**config.mk**
```make
export PLATFORM = sky130hd
export DESIGN_NAME = uart_tx
export DESIGN_NICKNAME = d
export VERILOG_FILES = /design/src/rtl/uart_tx.sv
export SDC_FILE = /design/constraint.sdc
export NUM_CORES = 1
export LEC_CHECK = 0
export ABC_AREA = 1
export CAP_MARGIN = 20
export CORE_MARGIN = 4
export CORE_UTILIZATION = 30
export DETAILED_ROUTE_END_ITERATION = 10
export GPL_TIMING_DRIVEN = 0
export SLEW_MARGIN = 20
export SYNTH_ARGS = -nofsm -noshare
export SYNTH_HDL_FRONTEND = slang
export SYNTH_SLANG_ARGS = --single-unit
```
**constraint.sdc**
```tcl
create_clock -name clk -period 1.96 [get_ports clk]
set_input_delay 0.588 -clock clk [delete_from_list [all_inputs] [get_ports clk]]
set_output_delay 0.588 -clock clk [all_outputs]
set_load 0.05 [all_outputs]
```
**src/rtl/uart_tx.sv**
```systemverilog
// uart_tx: 8N1 UART transmitter; define UART_TX_FIFO_EN to add a FIFO_DEPTH-entry input buffer
module uart_tx #(
   parameter int CLKS_PER_BIT = 104,
   parameter int FIFO_DEPTH   = 4
) (
   input  logic       clk,
   input  logic       reset,
   input  logic [7:0] tx_data,
   input  logic       tx_valid,
   output logic       tx_ready,
   output logic       TXD,
   output logic       busy
);
   localparam int CW = $clog2(CLKS_PER_BIT);
   typedef enum logic [1:0] {IDLE, START, DATA, STOP} state_t;
   state_t state_q, state_d;
   logic [CW-1:0] cnt_q, cnt_d;
   logic [2:0] bit_q, bit_d;
   logic [7:0] shift_q, shift_d, load_data;
   logic txd_q, txd_d, avail, last;
`ifdef UART_TX_FIFO_EN
   localparam bit CHAIN = 1'b1;
   localparam int AW = $clog2(FIFO_DEPTH);
   logic [7:0] mem_q [FIFO_DEPTH];
   logic [AW-1:0] rd_q, rd_d, wr_q, wr_d;
   logic [AW:0] occ_q, occ_d;
   logic push, pop;
   assign tx_ready  = occ_q != (AW+1)'(FIFO_DEPTH);
   assign avail     = occ_q != '0;
   assign load_data = mem_q[rd_q];
   assign busy      = state_q != IDLE || avail;
   always_comb begin
      push  = tx_valid && tx_ready;
      pop   = avail && (state_q == IDLE || (state_q == STOP && last));
      rd_d  = pop ? rd_q + AW'(1) : rd_q;
      wr_d  = push ? wr_q + AW'(1) : wr_q;
      occ_d = occ_q + (AW+1)'(push) - (AW+1)'(pop);
   end
   always_ff @(posedge clk) begin
      if (push) mem_q[wr_q] <= tx_data;
      if (reset) begin
         rd_q  <= '0;
         wr_q  <= '0;
         occ_q <= '0;
      end else begin
         rd_q  <= rd_d;
         wr_q  <= wr_d;
         occ_q <= occ_d;
      end
   end
`else
   localparam bit CHAIN = 1'b0;
   assign tx_ready  = state_q == IDLE;
   assign avail     = tx_valid;
   assign load_data = tx_data;
   assign busy      = state_q != IDLE;
`endif
   assign last = cnt_q == CW'(CLKS_PER_BIT - 1);
   assign TXD  = txd_q;
   function automatic logic lvl(input state_t s, input logic [7:0] sh);
      return s == START ? 1'b0 : s == DATA ? sh[0] : 1'b1;
   endfunction
   always_comb begin
      state_d = state_q;
      cnt_d   = last ? '0 : cnt_q + CW'(1);
      bit_d   = bit_q;
      shift_d = shift_q;
      unique case (state_q)
         IDLE: begin
            cnt_d = '0;
            if (avail) begin
               state_d = START;
               shift_d = load_data;
            end
         end
         START: state_d = last ? DATA : START;
         DATA: if (last) begin
            shift_d = shift_q >> 1;
            bit_d   = bit_q + 3'd1;
            state_d = bit_q == 3'd7 ? STOP : DATA;
         end
         STOP: if (last) begin
            state_d = CHAIN && avail ? START : IDLE;
            shift_d = CHAIN && avail ? load_data : shift_q;
         end
         default: state_d = IDLE;
      endcase
      // the buffered build pops one cycle later, so it drives the line from the next state to keep latency equal
      txd_d = CHAIN ? lvl(state_d, shift_d) : lvl(state_q, shift_q);
   end
   always_ff @(posedge clk) begin
      if (reset) begin
         state_q <= IDLE;
         cnt_q   <= '0;
         bit_q   <= '0;
         shift_q <= '0;
         txd_q   <= 1'b1;
      end else begin
         state_q <= state_d;
         cnt_q   <= cnt_d;
         bit_q   <= bit_d;
         shift_q <= shift_d;
         txd_q   <= txd_d;
      end
   end
endmodule

```
==> impl_metrics.ini, run 1 <==
[timing]
fin_skew_ps = 3.796
setup_viol = 0
fmax_mhz = 535.9
fin_tns_setup_ps = 0
timing.final.crit_share_pct = 95.21
max-slew-margin-rel_pct = 67.73
drv_slew = 0
post-route-min-period_ps = 1866
worst_hold_slack_ps = 457.3
finalHoldViolations = 0
tightest_slew_ps = 485.9
rsz0062_at_grt = no

[drt]
routedWlPerCell_um = 9.005
drc_errors = 0
first_pass_iters = 4
drt_iter0_markers = 66
drt_wl_total_mm = 1.828
viasPerCell = 4.236
postRouteAntennaNets = 0
vias = 860

[cts]
cts.clk_slew.worst_paths_ps = 110
ctsHoldBuffers = 0
postCtsSetupRepairBufs = 0
insertion_delay_ps = 290
cts_root_buf = clkbuf_4
htreeDepth = 1
clockBufferDepth = 2
cts_made_buffers = 3
cts_tree = done
cts.repair.resized = 5
cts.sinks = 21

[global_routing]
antenna_found_initial = 0
grt_pass1_vias = 765
grt.overflow.total = 0
grt_pass1_wl_mm = 3.201
grt_max_degree = 12
grt_use_total_pct = 9.509

[critical_path]
cp_cell_sequence = nor2_4 > clkdlybuf4s15_1
cp-start-kind = flop
setup.worst_path.class = reg2out
worstPathArrival_ps = 1280
rr_worst_depth = 10
critPathCaptureType = output pin
cp_slowest_stage_delay_ps = 490
r2r-start = cnt_q[0]
cpMaxStageDelayCell = clkdlybuf4s15_1
r2r_slack_ps = 430
r2r-end = shift_q[6]
crit_end = tx_ready
crit_fanout = 4
critPathRequiredTime_ps = 1370

[status]
outcome = complete, no violations

[floorplan]
core_um2 = 3128
ios = 14
initial_utilization_pct = 32.08
fp.dieArea_um2 = 4334
die_h_um = 65.84
dieWidth_um = 65.84
num_rows = 20

[worst_hold_path]
min_path_type = reg2reg
hold_path_depth = 1

[job]
cap_violations = 0

[synth]
synthMuxAreaShare_pct = 0
ys_types = 23
syn_nets = 156
synth.top_cells.by_area = dfxtp_1 (42%), nand2_1 (12%), nor2_1 (9.7%)
yosysSeqAreaShare_pct = 41.90
synthAdderAreaFrac_pct = 3.741
yosys.area_share.simple_pct = 33.04
syn_inst = 142
yosys_warnings = 0
synth-compound-area-share_pct = 9.726
synth_top_family_by_area = simple AND/OR/NAND/NOR gates
synth_seq_cells = 21
syn_avg_cell_area_um2 = 7.067
synth.top_cell.area_share_pct = 41.90
yosysTopAreaCell = dfxtp_1
syn_area_um2 = 1003
synth-xor-area-share_pct = 0

[finish]
multi_input_area_um2 = 471.7
syn2layout_area_growth_pct = 21.57
fillers = 349
drive_above_1_share_pct = 8.805
regArea_um2 = 420.4
antenna_cells = 0
finalNetCount = 174

[power_and_ir_drop]
irDropWorstVdd_mv = 0.1897
finalPower_uw = 770.2
p_per_area_nw_per_um2 = 631.4
p_leak_nw = 0.5574

[place]
hpwl_mm = 1.401
place_congestion = 0.8189
port_buffers = 13
[flip-flops by register name (all words and copies together) (netlist names), named ones only]
name	cells
shift_q	8
cnt_q	7
bit_q	3
TXD	1
state_q	1
[synth_stat cells, drive strengths merged]
master   n
buf      2
inv     22
nand2   33
a21oi    5
nand4    1
ha       3
nor4     2
clkbuf   1
nor3     3
nand3    6
or2      1
dfxtp   21
o211ai   1
o21ai   11
nor3b    1
a31oi    1
nor2    28
[report_power, final]
part / total [mW] / switching (mW) / leakage (nW) / internal (mW)
sequential: 0.452 / 0.00744 / 0.172 / 0.445
clock: 0.200 / 0.121 / 0.0150 / 0.0791
combinational: 0.117 / 0.0641 / 0.371 / 0.0534
total: 0.770 / 0.193 / 0.557 / 0.577
[metrics by stage]
| step | util, % | cell area [µm²] | cells | worst slack [ps] |
|---|---|---|---|---|
| after CTS | 38.96 | 1219 | 203 | 44.19 |
| after global placement | 38.16 | 1194 | 199 | 18.85 |
| after floorplan | - | 1008 | 142 | 220.1 |
| final | 39.00 | 1220 | 203 | 93.84 |
| after detailed placement | 38.16 | 1194 | 199 | 24.87 |
| after global routing | 39.00 | 1220 | 203 | 17.64 |
[worst min-delay path by stage]
| stage | to | start | slack, ps |
|---|---|---|---|
| global route | cnt_q[0] | cnt_q[0] | 480 |
| detailed placement | cnt_q[0] | cnt_q[0] | 440 |
| global placement | cnt_q[0] | cnt_q[0] | 430 |
| CTS | cnt_q[0] | cnt_q[0] | 460 |
| floorplan | cnt_q[0] | cnt_q[0] | 420 |
| finish | cnt_q[0] | cnt_q[0] | 460 |
[worst max-delay path, delay by kind of cell, from the launching register on]
kind / cells / cell delay [ps]
AND/OR/NAND/NOR: 1 / 120
buffers and inverters: 1 / 490
flip-flops: 1 / 370
[logic make-up after synthesis]
kind of cell / Yosys count
simple gates: 75
buf+inv: 25
flops: 21
compound gates: 18
fa+ha+maj: 3
[cell type report]
type | count | share of cell area [%]
inverters | 22 | 6.769
repair buffers | 13 | 10.67
multi-input cells | 96 | 38.67
plain buffers | 3 | 2.769
well taps | 44 | 4.513
clock buffers | 4 | 2.154
flip-flops and latches | 21 | 34.46
[cells in the final DEF, fill, tap and decap left out]
cell              n
nor3b_1           1
nor2_1           26
nor4_1            2
ha_1              3
nor2_2            1
a21oi_2           1
nand2_1          33
clkdlybuf4s50_1  10
clkdlybuf4s15_2   1
nand3_2           1
dlygate4sd2_1     1
clkdlybuf4s15_1   1
inv_1            21
o211ai_1          1
buf_2             1
nand4_1           1
clkbuf_8          1
nand3_1           4
clkbuf_1          1
o21ai_0          11
nor3_1            3
nand3_4           1
nor2_4            1
buf_8             1
or2_4             1
clkbuf_4          3
dfxtp_1          21
a21oi_1           4
inv_2             1
a31oi_1           1
[layer usage]
metal	up-vias	GRT usage, %	wire, µm
li1	478	-	-
met1	369	12.98	941
met2	11	13.27	775
met3	2	2.041	78
met4	0	6.218	32
met5	-	0	0
(Power assumes the default switching activity.)
==> run 2: changes to the inputs <==
--- a/config.mk
+++ b/config.mk
@@ -11,6 +11,8 @@
 export CORE_UTILIZATION = 30
 export DETAILED_ROUTE_END_ITERATION = 10
 export GPL_TIMING_DRIVEN = 0
+export HOLD_SLACK_MARGIN = 0.1
+export RECOVER_POWER = 100
 export SLEW_MARGIN = 20
 export SYNTH_ARGS = -nofsm -noshare
 export SYNTH_HDL_FRONTEND = slang
==> run 2 against run 1 <==
  * Via count is 0.58% higher
  * Setup slack improved by 1.3 ps
  * Cell area is 1.3% lower
  * Combinational power down 3%
  * Clock-buffer cell count stayed put
  * Core utilization decreased by 0.52 points
  * Critical path type unchanged
  * Largest power group unchanged
  * Highest routed layer unchanged
==> impl_metrics.ini, run 2 (synthesized netlist as in run 1, its figures left out) <==
[status]
outcome = complete, no violations

[global_routing]
grt_use_total_pct = 9.509
grt_max_degree = 12
grt_pass1_vias = 765
grt.overflow.total = 0
antenna_found_initial = 0
grt_pass1_wl_mm = 3.201

[finish]
largest_registers = shift_q: 8 flops, cnt_q: 7 flops, bit_q: 3 flops
syn2layout_area_growth_pct = 19.95
top_register = shift_q
antenna_cells = 0
finalNetCount = 174
final_common_cell = nand2_1
drive_above_1_share_pct = 6.918
largest_reg_flops = 8
layout_common_cells = nand2_1 (33), nor2_1 (26), inv_1 (22), dfxtp_1 (21), o21ai_0 (11)

[timing]
fin_tns_setup_ps = 0
post-route-min-period_ps = 1865
max-slew-margin-rel_pct = 67.73
timing.final.crit_share_pct = 95.14
tightest_slew_ps = 485.9
rsz0062_at_grt = no
drv_slew = 0
fin_skew_ps = 3.457
setup_viol = 0
fmax_mhz = 536.2
finalHoldViolations = 0

[cts]
cts_made_buffers = 3
htreeDepth = 1
insertion_delay_ps = 290
cts.clk_slew.worst_paths_ps = 110
postCtsSetupRepairBufs = 0
cts.sinks = 21
ctsHoldBuffers = 0
cts_root_buf = clkbuf_4
cts_tree = done
clockBufferDepth = 2

[floorplan]
core_um2 = 3128
num_rows = 20
ios = 14
initial_utilization_pct = 32.08
fp.dieArea_um2 = 4334
die_h_um = 65.84
dieWidth_um = 65.84

[drt]
routedWlPerCell_um = 9.030
first_pass_iters = 4
vias = 865
drt_iter0_markers = 70
drc_errors = 0
viasPerCell = 4.261
postRouteAntennaNets = 0
drt_wl_total_mm = 1.833

[critical_path]
critPathBufInv = 1
worstPathArrival_ps = 1280
cpMaxStageDelayCell = clkdlybuf4s15_1
cp-start-kind = flop
crit_fanout = 4
critPathCaptureType = output pin
critPathRequiredTime_ps = 1370
critical-path-top-delay-family = buffers and inverters
cp_cell_sequence = nor2_4 > clkdlybuf4s15_1
cp_slowest_stage_delay_ps = 490
setup.worst_path.class = reg2out

[power_and_ir_drop]
finalPower_uw = 765.2
p_per_area_nw_per_um2 = 635.8
irDropWorstVdd_mv = 0.1878
p_leak_nw = 0.5528

[job]
cap_violations = 0

[worst_hold_path]
min_path_type = reg2reg

[place]
hpwl_mm = 1.401
port_buffers = 13
place_congestion = 0.8189
==> run 2: layout make-up <==
class,count,area (µm²)
multi-input cells,96,466.7
plain buffers,3,22.52
repair buffers,13,130.1
clock buffers,4,26.28
well taps,44,55.05
flip-flops and latches,21,420.4
fillers,350,1924
inverters,22,82.58
==> run 2: layer usage <==
| metal | track usage [%] | wire length [µm] | vias up |
|---|---|---|---|
| met1 | 12.98 | 929 | 374 |
| met2 | 13.27 | 782 | 11 |
| met5 | 0 | 0 | - |
| met4 | 6.218 | 32 | 0 |
| li1 | - | - | 478 |
| met3 | 2.041 | 87 | 2 |
==> run 2: power breakdown <==
group	internal [mW]	switching (mW)	leakage, nW
clock network	0.0791	0.121	0.0150
registers	0.445	0.00758	0.172
logic	0.0492	0.0635	0.366
==> run 2: timing repair <==
action | 4_1_cts | 5_1_grt
endpoints found under the setup margin | 3 | 1
resized for setup | 5 | 1
pin swaps | 0 | 0
==> run 2: worst register-to-register path: cells and delay by family, from the launching register on <==
family,cells,cell delay (ps)
buf+inv,2,280
flops,1,370
simple gates,7,790
fa+ha+maj,1,170
==> run 2: path summary, 6_finish.rpt <==
| path | from | to | slack [ps] | depth (start not counted) |
|---|---|---|---|---|
| max | flop | tx_ready | 100 | 2 |
| min | cnt_q[0] | cnt_q[0] | 460 | 1 |
| max reg2reg | cnt_q[0] | shift_q[6] | 280 | 10 |
| min reg2reg | cnt_q[0] | cnt_q[0] | 460 | 1 |
==> run 2: per-stage QoR <==
stage	cells	cell area, µm²	hold slack, ps	worst slack, ps	util (%)
6_report	203	1204	457.3	95.19	38.48
5_1_grt	203	1204	476.7	15.94	38.48
4_1_cts	203	1219	460.4	44.19	38.96
3_5_place_dp	199	1194	437.2	24.87	38.16
3_3_place_gp	199	1194	433.4	18.85	38.16
2_1_floorplan	142	1008	417.9	220.1	-
